File: config.mk
export PLATFORM = sky130hd
export DESIGN_NAME = dmem_arbiter_flat
export DESIGN_NICKNAME = d
export VERILOG_FILES = /design/src/rtl/dmem_arbiter_if.sv /design/src/rtl/dmem_arbiter.sv /design/src/flat_wrapper.sv
export SDC_FILE = /design/constraint.sdc
export NUM_CORES = 1
export LEC_CHECK = 0
export CELL_PAD_IN_SITES_DETAIL_PLACEMENT = 1
export CELL_PAD_IN_SITES_GLOBAL_PLACEMENT = 2
export CORE_ASPECT_RATIO = 1.75
export CORE_MARGIN = 2
export CORE_UTILIZATION = 22
export DETAILED_ROUTE_END_ITERATION = 16
export PLACE_DENSITY_LB_ADDON = 0.1
export SETUP_SLACK_MARGIN = 0.2
export SLEW_MARGIN = 20
export SYNTH_ARGS = -nofsm -noshare
export SYNTH_HDL_FRONTEND = slang
export SYNTH_SLANG_ARGS = --single-unit
File: constraint.sdc
create_clock -name clk -period 1.6 [get_ports clk]
set_input_delay 0.4 -clock clk [delete_from_list [all_inputs] [get_ports clk]]
set_output_delay 0.4 -clock clk [all_outputs]
set_load 0.005 [all_outputs]
File: src/rtl/dmem_arbiter_if.sv
// rtl/dmem_arbiter_if.sv - bus bundle between pipe_mem, the debug scan, the arbiter and dmem
//
// Signal groups:
//   P (MEM stage, read/write) : p_req, p_we, p_addr, p_wdata -> p_ack, p_rdata, stall
//   D (debug scan, read-only) : d_req, d_addr                -> d_ack, d_rdata
//   dmem side                 : m_ena, m_wena, m_addr, m_wdata <- m_rdata
//   status                    : busy
// Modports:
//   slave  - the arbiter's view
//   master - the view of everything around the arbiter (requesters and dmem)
interface dmem_arbiter_if #(
    parameter int AW = 32
) ();
    logic          p_req;
    logic          p_we;
    logic [AW-1:0] p_addr;
    logic [31:0]   p_wdata;
    logic          p_ack;
    logic [31:0]   p_rdata;
    logic          stall;

    logic          d_req;
    logic [AW-1:0] d_addr;
    logic          d_ack;
    logic [31:0]   d_rdata;

    logic          m_ena;
    logic          m_wena;
    logic [AW-1:0] m_addr;
    logic [31:0]   m_wdata;
    logic [31:0]   m_rdata;

    logic          busy;

    modport slave (
        input  p_req, p_we, p_addr, p_wdata, d_req, d_addr, m_rdata,
        output p_ack, p_rdata, stall, d_ack, d_rdata,
        output m_ena, m_wena, m_addr, m_wdata, busy
    );

    modport master (
        output p_req, p_we, p_addr, p_wdata, d_req, d_addr, m_rdata,
        input  p_ack, p_rdata, stall, d_ack, d_rdata,
        input  m_ena, m_wena, m_addr, m_wdata, busy
    );
endinterface

File: src/rtl/dmem_arbiter.sv
// rtl/dmem_arbiter.sv - two-port arbiter sharing dmem between the MEM stage and the debug scan
//
// Ports:
//   clk   - system clock, rising edge
//   rst   - synchronous active-high reset
//   bus   - dmem_arbiter_if.slave: P request/ack, D request/ack, dmem drive, busy
// Optional (macro DMEM_ARB_STATS_EN):
//   stat_p_grants, stat_d_grants, stat_stall_cycles - 16-bit saturating counters
// Parameters:
//   READ_LAT   (1..7)  dmem read latency, m_ena cycle to captured m_rdata
//   MAX_STARVE (1..15) P grants allowed while D waits before D is forced in
//   AW                 address width
module dmem_arbiter #(
    parameter int READ_LAT   = 2,
    parameter int MAX_STARVE = 4,
    parameter int AW         = 32
) (
    input  logic clk,
    input  logic rst,
    dmem_arbiter_if.slave bus
`ifdef DMEM_ARB_STATS_EN
    ,
    output logic [15:0] stat_p_grants,
    output logic [15:0] stat_d_grants,
    output logic [15:0] stat_stall_cycles
`endif
);
    typedef enum logic [1:0] {IDLE, ACCESS, WAIT, RESP} state_t;

    localparam logic [2:0] WAIT_INIT  = 3'(READ_LAT - 1);
    localparam logic [3:0] STARVE_MAX = 4'(MAX_STARVE);

    state_t        state_q, state_d;
    logic          owner_q, owner_d;         // 0 = P, 1 = D
    logic [2:0]    wait_q, wait_d;
    logic [3:0]    starve_q, starve_d;
    logic [31:0]   p_rdata_q, p_rdata_d;
    logic [31:0]   d_rdata_q, d_rdata_d;
    logic          m_ena_q, m_ena_d;
    logic          m_wena_q, m_wena_d;
    logic [AW-1:0] m_addr_q, m_addr_d;
    logic [31:0]   m_wdata_q, m_wdata_d;
    logic          grant_p, grant_d, capture;

    always_comb begin
        state_d   = state_q;
        owner_d   = owner_q;
        wait_d    = wait_q;
        starve_d  = starve_q;
        p_rdata_d = p_rdata_q;
        d_rdata_d = d_rdata_q;
        m_ena_d   = 1'b0;
        m_wena_d  = 1'b0;
        m_addr_d  = m_addr_q;
        m_wdata_d = m_wdata_q;
        grant_p   = 1'b0;
        grant_d   = 1'b0;
        capture   = 1'b0;

        case (state_q)
            IDLE: begin
                if (!bus.d_req) starve_d = 4'd0;
                if (bus.d_req && starve_q == STARVE_MAX) grant_d = 1'b1;
                else if (bus.p_req)                      grant_p = 1'b1;
                else if (bus.d_req)                      grant_d = 1'b1;

                if (grant_p) begin
                    owner_d   = 1'b0;
                    m_ena_d   = 1'b1;
                    m_wena_d  = bus.p_we;
                    m_addr_d  = bus.p_addr;
                    m_wdata_d = bus.p_wdata;
                    state_d   = ACCESS;
                    if (bus.d_req && starve_q != STARVE_MAX) starve_d = starve_q + 4'd1;
                end else if (grant_d) begin
                    owner_d   = 1'b1;
                    m_ena_d   = 1'b1;
                    m_addr_d  = bus.d_addr;
                    state_d   = ACCESS;
                    starve_d  = 4'd0;
                end
            end
            ACCESS: begin
                if (m_wena_q) begin
                    state_d = RESP;
                end else if (READ_LAT == 1) begin
                    capture = 1'b1;
                    state_d = RESP;
                end else begin
                    wait_d  = WAIT_INIT;
                    state_d = WAIT;
                end
            end
            WAIT: begin
                // The counter reaching zero at this edge is the capture point.
                wait_d = wait_q - 3'd1;
                if (wait_q == 3'd1) begin
                    capture = 1'b1;
                    state_d = RESP;
                end
            end
            RESP: state_d = IDLE;
            default: state_d = IDLE;
        endcase

        if (capture) begin
            if (owner_q) d_rdata_d = bus.m_rdata;
            else         p_rdata_d = bus.m_rdata;
        end
    end

    always_ff @(posedge clk) begin
        if (rst) begin
            state_q   <= IDLE;
            owner_q   <= 1'b0;
            wait_q    <= 3'd0;
            starve_q  <= 4'd0;
            p_rdata_q <= 32'd0;
            d_rdata_q <= 32'd0;
            m_ena_q   <= 1'b0;
            m_wena_q  <= 1'b0;
            m_addr_q  <= '0;
            m_wdata_q <= 32'd0;
        end else begin
            state_q   <= state_d;
            owner_q   <= owner_d;
            wait_q    <= wait_d;
            starve_q  <= starve_d;
            p_rdata_q <= p_rdata_d;
            d_rdata_q <= d_rdata_d;
            m_ena_q   <= m_ena_d;
            m_wena_q  <= m_wena_d;
            m_addr_q  <= m_addr_d;
            m_wdata_q <= m_wdata_d;
        end
    end

    logic p_ack, stall;
    assign p_ack = (state_q == RESP) && !owner_q;
    assign stall = bus.p_req && !p_ack;

    assign bus.p_ack   = p_ack;
    assign bus.d_ack   = (state_q == RESP) && owner_q;
    assign bus.stall   = stall;
    assign bus.p_rdata = p_rdata_q;
    assign bus.d_rdata = d_rdata_q;
    assign bus.m_ena   = m_ena_q;
    assign bus.m_wena  = m_wena_q;
    assign bus.m_addr  = m_addr_q;
    assign bus.m_wdata = m_wdata_q;
    assign bus.busy    = (state_q != IDLE);

`ifdef DMEM_ARB_STATS_EN
    logic [15:0] stat_p_q, stat_p_d;
    logic [15:0] stat_d_q, stat_d_d;
    logic [15:0] stat_s_q, stat_s_d;

    always_comb begin
        stat_p_d = stat_p_q;
        stat_d_d = stat_d_q;
        stat_s_d = stat_s_q;
        if (grant_p && stat_p_q != 16'hFFFF) stat_p_d = stat_p_q + 16'd1;
        if (grant_d && stat_d_q != 16'hFFFF) stat_d_d = stat_d_q + 16'd1;
        if (stall   && stat_s_q != 16'hFFFF) stat_s_d = stat_s_q + 16'd1;
    end

    always_ff @(posedge clk) begin
        if (rst) begin
            stat_p_q <= 16'd0;
            stat_d_q <= 16'd0;
            stat_s_q <= 16'd0;
        end else begin
            stat_p_q <= stat_p_d;
            stat_d_q <= stat_d_d;
            stat_s_q <= stat_s_d;
        end
    end

    assign stat_p_grants     = stat_p_q;
    assign stat_d_grants     = stat_d_q;
    assign stat_stall_cycles = stat_s_q;
`endif
endmodule

File: src/flat_wrapper.sv
// flat-port wrapper written by rule: the top's interface ports become plain ports
module dmem_arbiter_flat 
#(
    parameter int READ_LAT   = 2,
    parameter int MAX_STARVE = 4,
    parameter int AW         = 32
)
  (clk, rst, bus_p_req, bus_p_we, bus_p_addr, bus_p_wdata, bus_d_req, bus_d_addr, bus_m_rdata, bus_p_ack, bus_p_rdata, bus_stall, bus_d_ack, bus_d_rdata, bus_m_ena, bus_m_wena, bus_m_addr, bus_m_wdata, bus_busy);
  dmem_arbiter_if #(.AW(AW)) bus_i ();
  input  logic clk;
  input  logic rst;
  input wire logic [$bits(bus_i.p_req)-1:0] bus_p_req;
  input wire logic [$bits(bus_i.p_we)-1:0] bus_p_we;
  input wire logic [$bits(bus_i.p_addr)-1:0] bus_p_addr;
  input wire logic [$bits(bus_i.p_wdata)-1:0] bus_p_wdata;
  input wire logic [$bits(bus_i.d_req)-1:0] bus_d_req;
  input wire logic [$bits(bus_i.d_addr)-1:0] bus_d_addr;
  input wire logic [$bits(bus_i.m_rdata)-1:0] bus_m_rdata;
  output wire logic [$bits(bus_i.p_ack)-1:0] bus_p_ack;
  output wire logic [$bits(bus_i.p_rdata)-1:0] bus_p_rdata;
  output wire logic [$bits(bus_i.stall)-1:0] bus_stall;
  output wire logic [$bits(bus_i.d_ack)-1:0] bus_d_ack;
  output wire logic [$bits(bus_i.d_rdata)-1:0] bus_d_rdata;
  output wire logic [$bits(bus_i.m_ena)-1:0] bus_m_ena;
  output wire logic [$bits(bus_i.m_wena)-1:0] bus_m_wena;
  output wire logic [$bits(bus_i.m_addr)-1:0] bus_m_addr;
  output wire logic [$bits(bus_i.m_wdata)-1:0] bus_m_wdata;
  output wire logic [$bits(bus_i.busy)-1:0] bus_busy;
  assign bus_i.p_req = bus_p_req;
  assign bus_i.p_we = bus_p_we;
  assign bus_i.p_addr = bus_p_addr;
  assign bus_i.p_wdata = bus_p_wdata;
  assign bus_i.d_req = bus_d_req;
  assign bus_i.d_addr = bus_d_addr;
  assign bus_i.m_rdata = bus_m_rdata;
  assign bus_p_ack = bus_i.p_ack;
  assign bus_p_rdata = bus_i.p_rdata;
  assign bus_stall = bus_i.stall;
  assign bus_d_ack = bus_i.d_ack;
  assign bus_d_rdata = bus_i.d_rdata;
  assign bus_m_ena = bus_i.m_ena;
  assign bus_m_wena = bus_i.m_wena;
  assign bus_m_addr = bus_i.m_addr;
  assign bus_m_wdata = bus_i.m_wdata;
  assign bus_busy = bus_i.busy;
  dmem_arbiter #(.READ_LAT(READ_LAT), .MAX_STARVE(MAX_STARVE), .AW(AW)) u_core (.clk(clk), .rst(rst), .bus(bus_i));
endmodule
After elaboration in Yosys (flattened, before gate mapping). Cells that the tools add are included.

Flip-flop bits (word level): 140. Input port bits: 133. Output and inout bits: 134.

Add/sub/neg operators: 2. Equality and inequality tests: 9. Multiplexer cells: 26. Bitwise operators: 3. Reductions and logical operators: 19.

Operators by type and width (number): $mux 32 (2); $mux 4 (4); $mux 1 (14); $reduce_and 2->1 (6); $pmux 2 s4 (1); $mux 2 (3); $pmux 3 s2 (1); $reduce_bool 2->1 (3); $logic_and 1x1->1 (5); $add 4x1->4 const B (1); $eq 2x2->1 const B (2); $eq 4x3->1 const B (1); $ne 4x3->1 const B (1); $eq 3x1->1 const B (1); $mux 3 (1); $ne 3x1->1 const B (1); $not 1->1 (3); $reduce_or 3->1 (1); $sub 3x1->3 const B (1); $eq 2x1->1 const B (1); $logic_not 1->1 (2); $logic_not 2->1 (1); $ne 2x1->1 const B (1); $ne 2x2->1 const B (1); $reduce_or 2->1 (1).

Logic depth before layout (Yosys ltp).
Depth in word-level cells: 7. Gate-level depth with buffers: 8. Gate-level depth less buffers: 6.

Least setup slack after synthesis. OpenSTA, ideal clock, no wires.

Path kind: register to register. Start point: reg u_core.state_q[0]. End point: reg u_core.d_rdata_q[10] (netlist: u_core.bus.d_rdata[10]). Library setup time: 132 ps. Arrival: 1368 ps. Path slack: 100 ps. Cell stages (with the launch flop): 9. Path buffers: 2. Clock period less this slack: 1500 ps. Cells stage by stage: dfxtp_1 -> inv_1 -> ha_1 -> nand3b_1 -> or2_1 -> buf_2 -> buf_2 -> nand2_1 -> a21oi_1.

Longest elaborated chain between the ends: 3.

Ends and longest elaborated chain: start: declaration (RTL line dmem_arbiter.sv:33) `state_t state_q, state_d;`; start signal: assignment (RTL line dmem_arbiter.sv:125) `state_q <= state_d;`; $eq 2x2->1 (RTL line dmem_arbiter.sv:60) `case (state_q)`; $mux 1 (RTL line dmem_arbiter.sv:60); $reduce_and 2->1 (no source line); end signal: assignment (RTL line dmem_arbiter.sv:130) `d_rdata_q <= d_rdata_d;`; end: declaration (RTL line dmem_arbiter.sv:38) `logic [31:0] d_rdata_q, d_rdata_d;`.

Every way passes these cells. A chain may end at the register's enable or synchronous reset.

Worst setup path after layout.
Start point: reg u_core.state_q[0]. End point: reg u_core.d_rdata_q[31] (netlist: u_core.bus.d_rdata[31]).

The elaborated chain is that of the path after synthesis.

==> flow_summary.yaml <==
synth:
  yosys_warnings: 0
  syn_inst: 681
  syn_area_um2: 5520
  ys_seq_area_frac: 0.508
  ys_ff_latch: 140
  synth_area_per_cell_um2: 8.10
  synth_nets: 823
  synth_cell_type_count: 34
run:
  maxCapViolCount: 0
global_route:
  grt_start_max_net_pins: 60
  first_global_vias: 6542
  grt-ovfl-total: 0
  grtUsageMet3: 0.0434
  grtUsageTotal: 0.183
  antenna_found_initial: 1
  met2_usage: 0.347
  gr-usage-met1: 0.183
  grt_first_pass_wirelength_um: 36100
  busiest_layer: "met2"
worst_setup_path:
  criticalPathCategory: "flop to flop"
  cp.arrival_ns: 2.13
  start_kind: "flop"
  crit_fanout: 8
  endpoint_kind: "flop"
  crit_required_ns: 1.96
power_and_ir_drop:
  ir_drop_mv: 0.598
  p_per_area_nw_per_um2: 1290
  leakage_nw: 4.43
  total_power_mw: 14.4
placed_design:
  placed_area_um2: 8760
  placed_cells: 1238
  io_buffer_count: 266
  hpwl_um: 15400
  pre_cts_slack_ns: -0.418
  gp_congestion: 0.738
detailed_routing:
  drt_iter0_drc: 217
  drc: 0
  viasPerCell: 4.63
  drt-wirelength-per-cell_um: 19.8
  first_pass_iters: 4
  final_antenna_net_count: 0
  vias: 6155
  finalWirelength_um: 26300
floorplan:
  die_h_um: 214
  die_x_um: 124
  num_rows: 76
  dieArea_um2: 26400
  io_pins: 267
  core_um2: 24600
  start_util: 0.224
timing:
  hold-worst-slack_ns: 0.415
  fin_worst_skew_ns: 0.00771
  relSlewSlack: 0.740
  fmax_mhz: 565
  timing.final.max_slew_violations: 0
  hold_viol_final: 0
  finalCritPeriodShare: 1.11
  finalCriticalPeriod_ns: 1.77
  fin_ws_ns: -0.169
  rsz0062_at_grt: "yes"
  setup_viol: 113
  max_slew.worst_pin.slew_ns: 0.390
clocking:
  cts_root_buf: "clkbuf_16"
  cts_sinks: 140
  holdBufCountCts: 0
  cts.htree.levels: 4
  cts_tree: "done"
  insertion_delay_ns: 0.44
  numCtsBuffers: 17
  path_clk_slew_ns: 0.06
  cts.path.max_buffers: 2
run_status:
  status: "finished, violations left"
  failed_checks: "negative setup slack"
final_layout:
  n_fill_cell: 2777
  fin_cells: 1328
  layout_common_cells: "139 x nand2_1, 130 x clkdlybuf4s50_1, 103 x dfxtp_2"
  final_common_cell: "nand2_1"
  multi_input_area_um2: 3560
  area_delta_synth_final_pct: 102
  final-seq-area_um2: 2940
  final_cell_area_um2: 11200
  drive_gt1_frac: 0.581
  nets: 1149
worst_hold_path:
  min_path_type: "input pin to flop"
[synthesized netlist by cell type]
master | n | area [µm²]
and2_4 | 1 | 8.76
nor2_1 | 42 | 158
dfxtp_1 | 140 | 2800
and2b_1 | 1 | 7.51
a211oi_2 | 14 | 175
nor3b_1 | 1 | 7.51
a31oi_1 | 1 | 6.26
nand2_1 | 231 | 867
buf_6 | 7 | 78.8
and4b_1 | 1 | 10.0
inv_1 | 9 | 33.8
o21ai_2 | 1 | 8.76
a2bb2oi_1 | 1 | 8.76
a32oi_1 | 1 | 8.76
a22oi_1 | 2 | 15.0
mux2i_1 | 1 | 10.0
nand2b_1 | 2 | 12.5
and2_1 | 1 | 6.26
nor2b_1 | 3 | 18.8
a21oi_1 | 122 | 611
a211oi_1 | 21 | 158
buf_4 | 1 | 7.51
nand3b_1 | 2 | 15.0
nor2_4 | 1 | 11.3
ha_1 | 9 | 113
o21ai_0 | 4 | 20.0
and3b_1 | 1 | 8.76
a21oi_2 | 10 | 87.6
or2_1 | 1 | 6.26
buf_2 | 27 | 135
clkbuf_1 | 16 | 60.1
nand3_1 | 3 | 15.0
nand4b_2 | 1 | 15.0
and3_1 | 2 | 12.5
[cells by family (layout without fill, tap and decap cells)]
logic type | Yosys count | in the layout | synth area share
DFF | 140 | 140 | 0.508
muxes | 1 | 1 | 0.00181
adders and majority gates | 9 | 9 | 0.0204
AOI/OAI and AO/OA | 177 | 177 | 0.199
buffers and inverters | 60 | 394 | 0.0571
other | 0 | 1 | 0
and+or+nand+nor | 294 | 294 | 0.214
[registers in the layout, summed over array words and instances, names as in the netlist]
| register | count |
|---|---|
| u_core.bus.d_rdata | 32 |
| u_core.bus.m_addr | 32 |
| u_core.bus.m_ena | 1 |
| u_core.bus.m_wdata | 32 |
| u_core.bus.m_wena | 1 |
| u_core.bus.p_rdata | 32 |
| u_core.owner_q | 1 |
| u_core.starve_q | 4 |
| u_core.state_q | 2 |
| u_core.wait_q | 3 |
[routing by layer]
layer,vias up,wire (µm)
li1,2906,-
met1,2991,9000
met2,216,14900
met3,42,1540
met4,0,878
met5,-,0
[stage by stage]
step / util / TNS [ns]
final: 0.453 / -8.15
after global routing: 0.453 / -19.33
after CTS: 0.402 / -8.38
after detailed placement: 0.356 / -30.30
after global placement: 0.356 / -23.41
after floorplan: - / 0
[power breakdown]
part | switching [mW] | internal, mW | total, mW
registers | 0.440 | 4.16 | 4.60
clock network | 1.52 | 2.09 | 3.61
logic | 2.92 | 3.29 | 6.21
[timing repair]
| item | in CTS | in global routing |
|---|---|---|
| gates resized for setup | 582 | 322 |
| endpoints found under the setup margin | 269 | 182 |
| gates cloned | 13 | 9 |
| buffers inserted | 11 | 29 |
| pin swaps | 22 | 101 |
| hold endpoints to repair | 0 | 0 |
[critical path, stage by stage, from the launching register on]
cell	delay [ns]
dfxtp_2	0.34
buf_6	0.12
inv_4	0.06
buf_6	0.10
ha_4	0.12
nand3b_1	0.12
buf_6	0.16
nor2_4	0.17
buf_6	0.14
buf_16	0.13
nand2_2	0.06
a21oi_1	0.15
[path summary, 6_finish.rpt]
kind,from,to,slack (ns),depth (start not counted)
worst max-delay path,u_core.state_q[0]$_SDFFE_PP0P_,u_core.bus.d_rdata[31]$_SDFFE_PP0P_,-0.17,11
worst min-delay path,rst,u_core.bus.m_addr[4]$_SDFFE_PP0P_,0.42,3
worst max register to register,u_core.state_q[0]$_SDFFE_PP0P_,u_core.bus.d_rdata[31]$_SDFFE_PP0P_,-0.17,11
worst min register to register,u_core.bus.m_wdata[10]$_SDFFE_PP0P_,u_core.bus.m_wdata[10]$_SDFFE_PP0P_,0.45,2
[area by class of cell]
cell class                 instances  area share
antenna                            1    0.000224
sequential                       140       0.263
clock buffer                      24      0.0440
multi-input combinational        481       0.319
tap                              312      0.0350
timing repair buffer             358       0.334
clock inverter                     3     0.00134
inverter                           9     0.00347
No activity file was read; power rests on OpenSTA's default activity.
